## src/rtl/axis_pkg.sv

```systemverilog
// rtl/axis_pkg.sv - shared constants, state enum and helpers for the axis upsizer
package axis_pkg;

  localparam int IN_W_DEF    = 8;
  localparam int SEG         = 8;
  localparam int FRAME_CNT_W = 16;

  typedef enum logic {
    ACCUM = 1'b0,
    HOLD  = 1'b1
  } state_t;

  function automatic int seg_of(input int out_w, input int in_w);
    return out_w / in_w;
  endfunction

endpackage

```

## src/rtl/axis_upsizer_if.sv

```systemverilog
// rtl/axis_upsizer_if.sv - narrow input stream plus wide output stream bundle
interface axis_upsizer_if
  import axis_pkg::*;
#(
  parameter int INPUT_DATA_WIDTH  = IN_W_DEF,
  parameter int INPUT_KEEP_WIDTH  = INPUT_DATA_WIDTH / 8,
  parameter int OUTPUT_DATA_WIDTH = IN_W_DEF * SEG,
  parameter int OUTPUT_KEEP_WIDTH = OUTPUT_DATA_WIDTH / 8
);

  logic [INPUT_DATA_WIDTH-1:0]  input_axis_tdata;
  logic [INPUT_KEEP_WIDTH-1:0]  input_axis_tkeep;
  logic                         input_axis_tvalid;
  logic                         input_axis_tready;
  logic                         input_axis_tlast;
  logic                         input_axis_tuser;

  logic [OUTPUT_DATA_WIDTH-1:0] output_axis_tdata;
  logic [OUTPUT_KEEP_WIDTH-1:0] output_axis_tkeep;
  logic                         output_axis_tvalid;
  logic                         output_axis_tready;
  logic                         output_axis_tlast;
  logic                         output_axis_tuser;

  // slave: the converter's view
  modport slave (
    input  input_axis_tdata, input_axis_tkeep, input_axis_tvalid,
    input  input_axis_tlast, input_axis_tuser, output_axis_tready,
    output input_axis_tready, output_axis_tdata, output_axis_tkeep,
    output output_axis_tvalid, output_axis_tlast, output_axis_tuser
  );

  modport master (
    output input_axis_tdata, input_axis_tkeep, input_axis_tvalid,
    output input_axis_tlast, input_axis_tuser, output_axis_tready,
    input  input_axis_tready, output_axis_tdata, output_axis_tkeep,
    input  output_axis_tvalid, output_axis_tlast, output_axis_tuser
  );

endinterface

```

## src/rtl/axis_upsizer.sv

```systemverilog
// rtl/axis_upsizer.sv - narrow-to-wide AXI-Stream packer, little-endian lanes
// Optional frame counter output enabled by AXIS_UPSIZER_FRAME_CNT_EN.
module axis_upsizer
  import axis_pkg::*;
#(
  parameter int INPUT_DATA_WIDTH  = IN_W_DEF,
  parameter int INPUT_KEEP_WIDTH  = INPUT_DATA_WIDTH / 8,
  parameter int OUTPUT_DATA_WIDTH = IN_W_DEF * SEG,
  parameter int OUTPUT_KEEP_WIDTH = OUTPUT_DATA_WIDTH / 8
) (
  input  logic                   clk,
  input  logic                   rst,
`ifdef AXIS_UPSIZER_FRAME_CNT_EN
  output logic [FRAME_CNT_W-1:0] frame_count,
`endif
  axis_upsizer_if.slave          bus
);

  localparam int SEGS = seg_of(OUTPUT_DATA_WIDTH, INPUT_DATA_WIDTH);
  localparam int CW   = (SEGS > 1) ? $clog2(SEGS) : 1;

  if (OUTPUT_DATA_WIDTH % INPUT_DATA_WIDTH != 0) begin : g_width_check
    $error("OUTPUT_DATA_WIDTH must be a multiple of INPUT_DATA_WIDTH");
  end

  state_t                       state, state_nxt;
  logic [CW-1:0]                seg_cnt, seg_nxt;
  logic [OUTPUT_DATA_WIDTH-1:0] data_r, data_nxt;
  logic [OUTPUT_KEEP_WIDTH-1:0] keep_r, keep_nxt;
  logic                         last_r, last_nxt;
  logic                         user_r, user_nxt;
  logic                         in_fire, out_fire, word_done;

  assign bus.input_axis_tready  = (state == ACCUM) || bus.output_axis_tready;
  assign in_fire   = bus.input_axis_tvalid && bus.input_axis_tready;
  assign out_fire  = (state == HOLD) && bus.output_axis_tready;
  assign word_done = bus.input_axis_tlast || (seg_cnt == CW'(SEGS - 1));

  // Lane demux: a drained word is cleared, so a same-cycle beat lands in a fresh lane 0.
  for (genvar g = 0; g < SEGS; g++) begin : g_lane
    logic lane_we;
    assign lane_we = in_fire && (seg_cnt == CW'(g));
    assign data_nxt[g*INPUT_DATA_WIDTH +: INPUT_DATA_WIDTH] =
      lane_we  ? bus.input_axis_tdata :
      out_fire ? '0 : data_r[g*INPUT_DATA_WIDTH +: INPUT_DATA_WIDTH];
    assign keep_nxt[g*INPUT_KEEP_WIDTH +: INPUT_KEEP_WIDTH] =
      lane_we  ? bus.input_axis_tkeep :
      out_fire ? '0 : keep_r[g*INPUT_KEEP_WIDTH +: INPUT_KEEP_WIDTH];
  end

  always_comb begin
    state_nxt = state;
    seg_nxt   = seg_cnt;
    last_nxt  = out_fire ? 1'b0 : last_r;
    user_nxt  = (out_fire ? 1'b0 : user_r) | (in_fire & bus.input_axis_tuser);
    if (in_fire) begin
      if (word_done) begin
        state_nxt = HOLD;
        seg_nxt   = '0;
        last_nxt  = bus.input_axis_tlast;
      end else begin
        state_nxt = ACCUM;
        seg_nxt   = seg_cnt + CW'(1);
      end
    end else if (out_fire) begin
      state_nxt = ACCUM;
    end
  end

  always_ff @(posedge clk) begin
    if (rst) begin
      state   <= ACCUM;
      seg_cnt <= '0;
      data_r  <= '0;
      keep_r  <= '0;
      last_r  <= 1'b0;
      user_r  <= 1'b0;
    end else begin
      state   <= state_nxt;
      seg_cnt <= seg_nxt;
      data_r  <= data_nxt;
      keep_r  <= keep_nxt;
      last_r  <= last_nxt;
      user_r  <= user_nxt;
    end
  end

  assign bus.output_axis_tvalid = (state == HOLD);
  assign bus.output_axis_tdata  = data_r;
  assign bus.output_axis_tkeep  = keep_r;
  assign bus.output_axis_tlast  = last_r;
  assign bus.output_axis_tuser  = user_r;

`ifdef AXIS_UPSIZER_FRAME_CNT_EN
  always_ff @(posedge clk) begin
    if (rst) begin
      frame_count <= '0;
    end else if (out_fire && last_r) begin
      frame_count <= frame_count + FRAME_CNT_W'(1);
    end
  end
`endif

endmodule

```

## src/flat_wrapper.sv

```systemverilog
// flat-port wrapper written by rule: the top's interface ports become plain ports
module axis_upsizer_flat import axis_pkg::*;
#(
  parameter int INPUT_DATA_WIDTH  = IN_W_DEF,
  parameter int INPUT_KEEP_WIDTH  = INPUT_DATA_WIDTH / 8,
  parameter int OUTPUT_DATA_WIDTH = IN_W_DEF * SEG,
  parameter int OUTPUT_KEEP_WIDTH = OUTPUT_DATA_WIDTH / 8
)
  (clk, rst, bus_input_axis_tdata, bus_input_axis_tkeep, bus_input_axis_tvalid, bus_input_axis_tlast, bus_input_axis_tuser, bus_output_axis_tready, bus_input_axis_tready, bus_output_axis_tdata, bus_output_axis_tkeep, bus_output_axis_tvalid, bus_output_axis_tlast, bus_output_axis_tuser);
  axis_upsizer_if #(.INPUT_DATA_WIDTH(INPUT_DATA_WIDTH), .INPUT_KEEP_WIDTH(INPUT_KEEP_WIDTH), .OUTPUT_DATA_WIDTH(OUTPUT_DATA_WIDTH), .OUTPUT_KEEP_WIDTH(OUTPUT_KEEP_WIDTH)) bus_i ();
  input  logic clk;
  input  logic rst;
  input wire logic [$bits(bus_i.input_axis_tdata)-1:0] bus_input_axis_tdata;
  input wire logic [$bits(bus_i.input_axis_tkeep)-1:0] bus_input_axis_tkeep;
  input wire logic [$bits(bus_i.input_axis_tvalid)-1:0] bus_input_axis_tvalid;
  input wire logic [$bits(bus_i.input_axis_tlast)-1:0] bus_input_axis_tlast;
  input wire logic [$bits(bus_i.input_axis_tuser)-1:0] bus_input_axis_tuser;
  input wire logic [$bits(bus_i.output_axis_tready)-1:0] bus_output_axis_tready;
  output wire logic [$bits(bus_i.input_axis_tready)-1:0] bus_input_axis_tready;
  output wire logic [$bits(bus_i.output_axis_tdata)-1:0] bus_output_axis_tdata;
  output wire logic [$bits(bus_i.output_axis_tkeep)-1:0] bus_output_axis_tkeep;
  output wire logic [$bits(bus_i.output_axis_tvalid)-1:0] bus_output_axis_tvalid;
  output wire logic [$bits(bus_i.output_axis_tlast)-1:0] bus_output_axis_tlast;
  output wire logic [$bits(bus_i.output_axis_tuser)-1:0] bus_output_axis_tuser;
  assign bus_i.input_axis_tdata = bus_input_axis_tdata;
  assign bus_i.input_axis_tkeep = bus_input_axis_tkeep;
  assign bus_i.input_axis_tvalid = bus_input_axis_tvalid;
  assign bus_i.input_axis_tlast = bus_input_axis_tlast;
  assign bus_i.input_axis_tuser = bus_input_axis_tuser;
  assign bus_i.output_axis_tready = bus_output_axis_tready;
  assign bus_input_axis_tready = bus_i.input_axis_tready;
  assign bus_output_axis_tdata = bus_i.output_axis_tdata;
  assign bus_output_axis_tkeep = bus_i.output_axis_tkeep;
  assign bus_output_axis_tvalid = bus_i.output_axis_tvalid;
  assign bus_output_axis_tlast = bus_i.output_axis_tlast;
  assign bus_output_axis_tuser = bus_i.output_axis_tuser;
  axis_upsizer #(.INPUT_DATA_WIDTH(INPUT_DATA_WIDTH), .INPUT_KEEP_WIDTH(INPUT_KEEP_WIDTH), .OUTPUT_DATA_WIDTH(OUTPUT_DATA_WIDTH), .OUTPUT_KEEP_WIDTH(OUTPUT_KEEP_WIDTH)) u_core (.clk(clk), .rst(rst), .bus(bus_i));
endmodule
```

## config.mk

```make
export PLATFORM = sky130hd
export DESIGN_NAME = axis_upsizer_flat
export DESIGN_NICKNAME = d
export VERILOG_FILES = /design/src/rtl/axis_pkg.sv /design/src/rtl/axis_upsizer_if.sv /design/src/rtl/axis_upsizer.sv /design/src/flat_wrapper.sv
export SDC_FILE = /design/constraint.sdc
export NUM_CORES = 1
export LEC_CHECK = 0
export ABC_AREA = 1
export CORE_ASPECT_RATIO = 1.5
export CORE_MARGIN = 4
export CORE_UTILIZATION = 45
export CTS_BUF_LIST = sky130_fd_sc_hd__clkbuf_4
export CTS_CLUSTER_SIZE = 12
export DETAILED_ROUTE_END_ITERATION = 6
export HOLD_SLACK_MARGIN = 0.02
export PLACE_DENSITY = 0.75
export RECOVER_POWER = 25
export SYNTH_ARGS = -nofsm -noshare
export SYNTH_HDL_FRONTEND = slang
export SYNTH_SLANG_ARGS = --single-unit
```

## constraint.sdc

```tcl
create_clock -name clk -period 1.29 [get_ports clk]
set_input_delay 0.3225 -clock clk [delete_from_list [all_inputs] [get_ports clk]]
set_output_delay 0.3225 -clock clk [all_outputs]
set_load 0.005 [all_outputs]
```

After elaboration in Yosys (flattened, before gate mapping):

Cells that the tools add are included.

* eq/ne operators: 7
* bitwise gates (word level): 3
* reduce and logical (&&, ||, !) cells: 22
* add/sub/neg operators: 1
* mux-type cells: 25

Operators with widths (number)
* $mux W8: 9
* $reduce_bool A2 Y1: 9
* $mux W1: 15
* $eq A3 B3 Y1 const B: 4
* $logic_and A1 B1 Y1: 10
* $eq A3 B2 Y1 const B: 2
* $add A3 B1 Y3 const B: 1
* $eq A3 B1 Y1 const B: 1
* $logic_not A3 Y1: 1
* $mux W3: 1
* $logic_or A1 B1 Y1: 2
* $and A1 B1 Y1: 1
* $not A1 Y1: 1
* $or A1 B1 Y1: 1

* output and inout port bits: 76
* bits of input ports: 15
* bits in registers: 78

Longest topological paths before layout:

* depth after elaboration: 5
* depth in mapped cells: 7
* depth with buffers taken out: 7

Worst setup path after synthesis:

OpenSTA, ideal clock, no wires.

* kind: register to register
* from: reg u_core.seg_cnt[0]
* to: reg u_core.data_r[57] (netlist: u_core.bus.output_axis_tdata[57])
* setup slack: 0.025 ns
* setup time: 0.134 ns
* data arrival time: 1.132 ns
* required time: 1.156 ns
* stages on the path, launching flop included: 7
* cells stage by stage: dfxtp_1 > ha_1 > ha_1 > nand3_4 > clkinv_1 > nand2_1 > a21oi_1

* cells in the longest elaborated chain, start to end: 3
* elaborated cells on any way between the ends: 4
* those cells by class: 1 x eq/ne; 1 x mux; 2 x reduce/logical

Ends and longest elaborated chain
* start: declaration: RTL line axis_upsizer.sv:27 `logic [CW-1:0] seg_cnt, seg_nxt;`
* start signal: assignment: RTL line axis_upsizer.sv:80 `seg_cnt <= seg_nxt;`
* $eq A3 B3 Y1 *: RTL line axis_upsizer.sv:42 `assign lane_we = in_fire && (seg_cnt == CW'(g));`
* $logic_and A1 B1 Y1 *: RTL line axis_upsizer.sv:42
* $mux W8 / $reduce_bool A2 Y1 (equally long branches)
* end signal: assignment: RTL line axis_upsizer.sv:81 `data_r <= data_nxt;`
* end: declaration: RTL line axis_upsizer.sv:28 `logic [OUTPUT_DATA_WIDTH-1:0] data_r, data_nxt;`

Every way passes the cells marked *; elsewhere a longest branch is shown, timed or not.
A chain may end at the register's enable or synchronous reset.

Final worst setup path:

* from: reg u_core.state (netlist: u_core.bus.output_axis_tvalid)
* to: reg u_core.data_r[38] (netlist: u_core.bus.output_axis_tdata[38])

* cells in the longest elaborated chain, start to end: 5
* elaborated cells on any way between the ends: 7
* those cells by class: 1 x mux; 1 x bitwise; 5 x reduce/logical

Ends and longest elaborated chain
* start: declaration: RTL line axis_upsizer.sv:26 `state_t state, state_nxt;`
* start signal: assignment: RTL line axis_upsizer.sv:79 `state <= state_nxt;`
* $not A1 Y1: RTL line axis_upsizer.sv:34 `assign bus.input_axis_tready = (state == ACCUM) || bus.output_axis_tready;`
* $logic_or A1 B1 Y1: RTL line axis_upsizer.sv:34
* $logic_and A1 B1 Y1: RTL line axis_upsizer.sv:35 `assign in_fire = bus.input_axis_tvalid && bus.input_axis_tready;`
* $logic_and A1 B1 Y1: RTL line axis_upsizer.sv:42
* $mux W8 / $reduce_bool A2 Y1 (equally long branches)

Several ways; a longest one is shown, not always the timed one.

==> impl_table.tex <==
\begin{tabular}{lr}
\hline
Metric & Value \\
\hline
\multicolumn{2}{l}{\textbf{Outcome}} \\
Status & finished with violations \\
Violations in the final reports & negative setup slack \\
\multicolumn{2}{l}{\textbf{STA}} \\
Share of the cycle needed by the critical path after routing & 114\% \\
Highest Clock Rate & 677 MHz \\
Final clock skew & 26.5 ps \\
Actual transition at the worst max-transition pin & 498 ps \\
Min Hold Slack & between 400 and 500 ps \\
Unrepaired setup endpoints after global routing & true \\
Worst setup margin & -187 ps \\
Relative slew slack & between 60 and 70\% \\
Final critical delay including setup and external delays & 1480 ps \\
Max-slew violation count & 0 \\
Fin. Hold Viols & 0 \\
Final setup violation count & 74 \\
\multicolumn{2}{l}{\textbf{CTS}} \\
Bufs on Longest Clock Path & 2 \\
Clock buffers created by TritonCTS & 9 \\
H-tree depth & 3 \\
Number of hold buffers added after CTS & 0 \\
CTS tree & done \\
Number of sinks driven by the clock tree & 78 \\
Insertion delay of the later-clocked pin in the worst-skew pair & 440 ps \\
Reg clk slew, reported paths & 130 ps \\
Root buf cell & sky130\_fd\_sc\_hd\_\_clkbuf\_4 \\
\multicolumn{2}{l}{\textbf{Logic synthesis}} \\
Number of enable flip-flop cells after synthesis & 0 \\
Most used standard cell by instance count after synthesis & sky130\_fd\_sc\_hd\_\_nand3\_1 \\
Post-synthesis sequential area ratio & 47.7\% \\
Synthesized netlist net count & 407 \\
Number of instances in the synthesized netlist & 386 \\
Warning count from the yosys run & 0 \\
Synth top cells by count & 102 x sky130\_fd\_sc\_hd\_\_nand3\_1, 78 x sky130\_fd\_sc\_hd\_\_dfxtp\_1, 69 x sky130\_fd\_sc\_hd\_\_a21oi\_1 \\
Most area-consuming cells after synthesis & sky130\_fd\_sc\_hd\_\_dfxtp\_1 48\%, sky130\_fd\_sc\_hd\_\_nand3\_1 16\%, sky130\_fd\_sc\_hd\_\_a21oi\_1 11\% \\
Average size of a mapped cell & 8.48 um2 \\
Ys async rst share & 0\% \\
Flop and latch count out of synthesis & 78 \\
Area share of the leading cell type in the synthesized netlist & between 40 and 50\% \\
Count of cell types in the netlist & 24 \\
Post-synthesis instance area & between 3000 and 4000 um2 \\
Largest area contributor in the netlist & sky130\_fd\_sc\_hd\_\_dfxtp\_1 \\
Leading register cell type out of synthesis & sky130\_fd\_sc\_hd\_\_dfxtp\_1 \\
\multicolumn{2}{l}{\textbf{Routing}} \\
DRT met1 WL & 5.18 mm \\
Via Count & 3894 \\
Number of design-rule violations left by the first detailed-router iteration & 363 \\
Met3 WL post-DR & $\sim$1.2 mm \\
Final routed wirelength across all metal layers & roughly 15 mm \\
Drt first pass iters & 6 \\
Post-detailed-route count of antenna-violating nets & 0 \\
Average detailed-routed wire length per instance & 23.6 um \\
Via-to-Cell Ratio & roughly 6 \\
Met2 wire length & roughly 7.6 mm \\
Top layer used by detailed routing & met4 \\
Remaining DRCs & 0 \\
\multicolumn{2}{l}{\textbf{Global routing}} \\
Global-route usage over all layers & 24.6\% \\
Vias in the first global route & 3321 \\
Antenna violations before repair & 1 \\
First-pass GRT wire length & 16.9 mm \\
Remaining Overflow, GRT & 0 \\
Maximum number of pins on one net before global-route repair & 79 \\
\multicolumn{2}{l}{\textbf{Die}} \\
Floorplan die area & just under 9000 um2 \\
Die Y & 112 um \\
Starting Density & a little under half \\
I/O pins & around 90 \\
Core region area & about 7000 um2 \\
Number of standard-cell rows in the floorplan & 37 \\
Die width & around 78 um \\
\multicolumn{2}{l}{\textbf{Power and ir drop}} \\
Static leakage power & 2.11 nW \\
Power density over the cells & 898 nW/um2 \\
Share of power burned in combinational logic & approximately 16\% \\
Part of the total power dissipated in sequential elements & 47.8\% \\
Pint & 0.00378 W \\
Fraction of power consumed by the clock network & 36.3\% \\
Switching power & roughly 0.0014 W \\
Sw Ratio & between 20\% and 30\% \\
IR Drop Worst-Case VDD & 1.12 mV \\
\multicolumn{2}{l}{\textbf{Critical path}} \\
Critical path data required time & 1620 ps \\
Path type of the worst setup path & reg2reg \\
Worst Path Max Fanout & 7 \\
Arrival time of the worst setup path & 1810 ps \\
Nature of the critical path endpoint & flop \\
Startpoint type of the worst setup path & flop \\
\multicolumn{2}{l}{\textbf{Placed design}} \\
Half-perimeter wire length of the detailed placement result & 6.43 mm \\
\# port buffers & 90 \\
Worst Setup Slack post-DPL & -459 ps \\
GPL Wtd Cong & around 0.86 \\
\multicolumn{2}{l}{\textbf{Finish}} \\
Fraction of layout cells with a size suffix above 1 & 79.6\% \\
Fillcell total & 381 \\
Final net count & 555 \\
Signed area change from the synthesized netlist to the final layout & 76.2\% \\
\multicolumn{2}{l}{\textbf{Run}} \\
Max-cap violations & 0 \\
\multicolumn{2}{l}{\textbf{Min path}} \\
Path type of the worst min-delay path & in2reg \\
\hline
\end{tabular}
## stage by stage
stage / util (%) / cells / TNS (ps) / total power [W] / area (um2)
2_1_floorplan: - / 386 / 0 / 0.00276 / 3270
3_3_place_gp: 63.4 / 572 / -27240 / 0.00300 / 4430
3_5_place_dp: 63.4 / 572 / -29390 / 0.00301 / 4430
4_1_cts: 68.7 / 608 / -991 / 0.00482 / 4800
5_1_grt: 82.5 / 636 / -7920 / 0.00528 / 5770
6_report: 82.5 / 636 / -4560 / 0.00518 / 5770
## sequential cells by signal, indices dropped and copies added (netlist names)
register,flops
u_core.seg_cnt,3
u_core.bus.output_axis_tdata,64
u_core.bus.output_axis_tuser,1
u_core.bus.output_axis_tkeep,8
u_core.bus.output_axis_tlast,1
u_core.bus.output_axis_tvalid,1
## final timing paths
| kind | from | to | slack, ps | cells after the start |
|---|---|---|---|---|
| hold reg to reg | u_core.bus.output_axis_tdata[25] | u_core.bus.output_axis_tdata[25] | 470 | 2 |
| setup reg to reg | u_core.bus.output_axis_tvalid | u_core.bus.output_axis_tdata[38] | -190 | 8 |
| hold / removal | rst | u_core.bus.output_axis_tdata[25] | 410 | 3 |
| setup / recovery | u_core.bus.output_axis_tvalid | u_core.bus.output_axis_tdata[38] | -190 | 8 |
## per-layer routing
layer / vias to the layer above / global-route usage (%)
met2: 303 / 40.7
li1: 1646 / -
met5: - / 0
met4: 0 / 16.0
met1: 1853 / 28.4
met3: 92 / 4.98
## area by class of cell
class	instances	area (um2)	area share [%]
Inverter	14	90.1	1.56
Multi-Input combinational cell	270	2350	40.8
Timing Repair inverter	2	11.3	0.195
Clock buffer	10	75.1	1.30
Sequential cell	78	1670	28.9
Antenna cell	1	2.50	0.0434
Clock inverter	5	98.8	1.71
Timing Repair Buffer	159	1340	23.3
Tap cell	97	121	2.10
## placed cells by master (no fill, tap or decap), types with 10 or more instances in the layout
master,Yosys,routed
sky130_fd_sc_hd__a21oi_2,9,55
sky130_fd_sc_hd__buf_2,10,57
sky130_fd_sc_hd__dfxtp_2,0,74
sky130_fd_sc_hd__nand2_1,57,42
sky130_fd_sc_hd__clkdlybuf4s50_1,0,13
sky130_fd_sc_hd__clkbuf_4,9,10
sky130_fd_sc_hd__buf_12,1,14
sky130_fd_sc_hd__nand3_2,6,64
sky130_fd_sc_hd__buf_6,5,14
sky130_fd_sc_hd__a21oi_1,69,23
sky130_fd_sc_hd__clkbuf_2,0,18
sky130_fd_sc_hd__nand3_4,2,23
sky130_fd_sc_hd__nand3_1,102,30
sky130_fd_sc_hd__buf_4,1,37
sky130_fd_sc_hd__nand2_2,0,12
## cells by family (layout without fill, tap and decap cells)
group | after synthesis | in the layout | share of synthesized area [%]
DFF | 78 | 78 | 47.7
AOI/OAI and AO/OA | 78 | 78 | 13.0
and+or+nand+nor | 177 | 186 | 28.3
other | 0 | 1 | 0
adders and majority gates | 6 | 6 | 2.29
buffers and inverters | 47 | 190 | 8.75
## power by group through the flow
stage	Combinational (W)	Sequential (W)	Clock (W)
after floorplan	0.000240	0.00252	0
after global placement	0.000480	0.00252	0
after detailed placement	0.000485	0.00252	0
after CTS	0.000548	0.00247	0.00180
after global routing	0.000841	0.00248	0.00196
final	0.000819	0.00248	0.00188
## worst max-delay path, cell delays in order, from the launching register on
cell                      delay [ps]
sky130_fd_sc_hd__dfxtp_4         360
sky130_fd_sc_hd__buf_6           120
sky130_fd_sc_hd__nand2_4          70
sky130_fd_sc_hd__buf_12          130
sky130_fd_sc_hd__nand2_8         100
sky130_fd_sc_hd__buf_12          140
sky130_fd_sc_hd__nor2_4          120
sky130_fd_sc_hd__nand2_1         130
sky130_fd_sc_hd__a21oi_2         220
## timing repair
item | 4_1_cts | 5_1_grt
setup buffers | 17 | 15
pin swaps | 12 | 77
gates cloned | 4 | 12
endpoints found under the setup margin | 148 | 106
gates resized for setup | 364 | 230
Note: power is estimated with default switching activity, not from simulation.
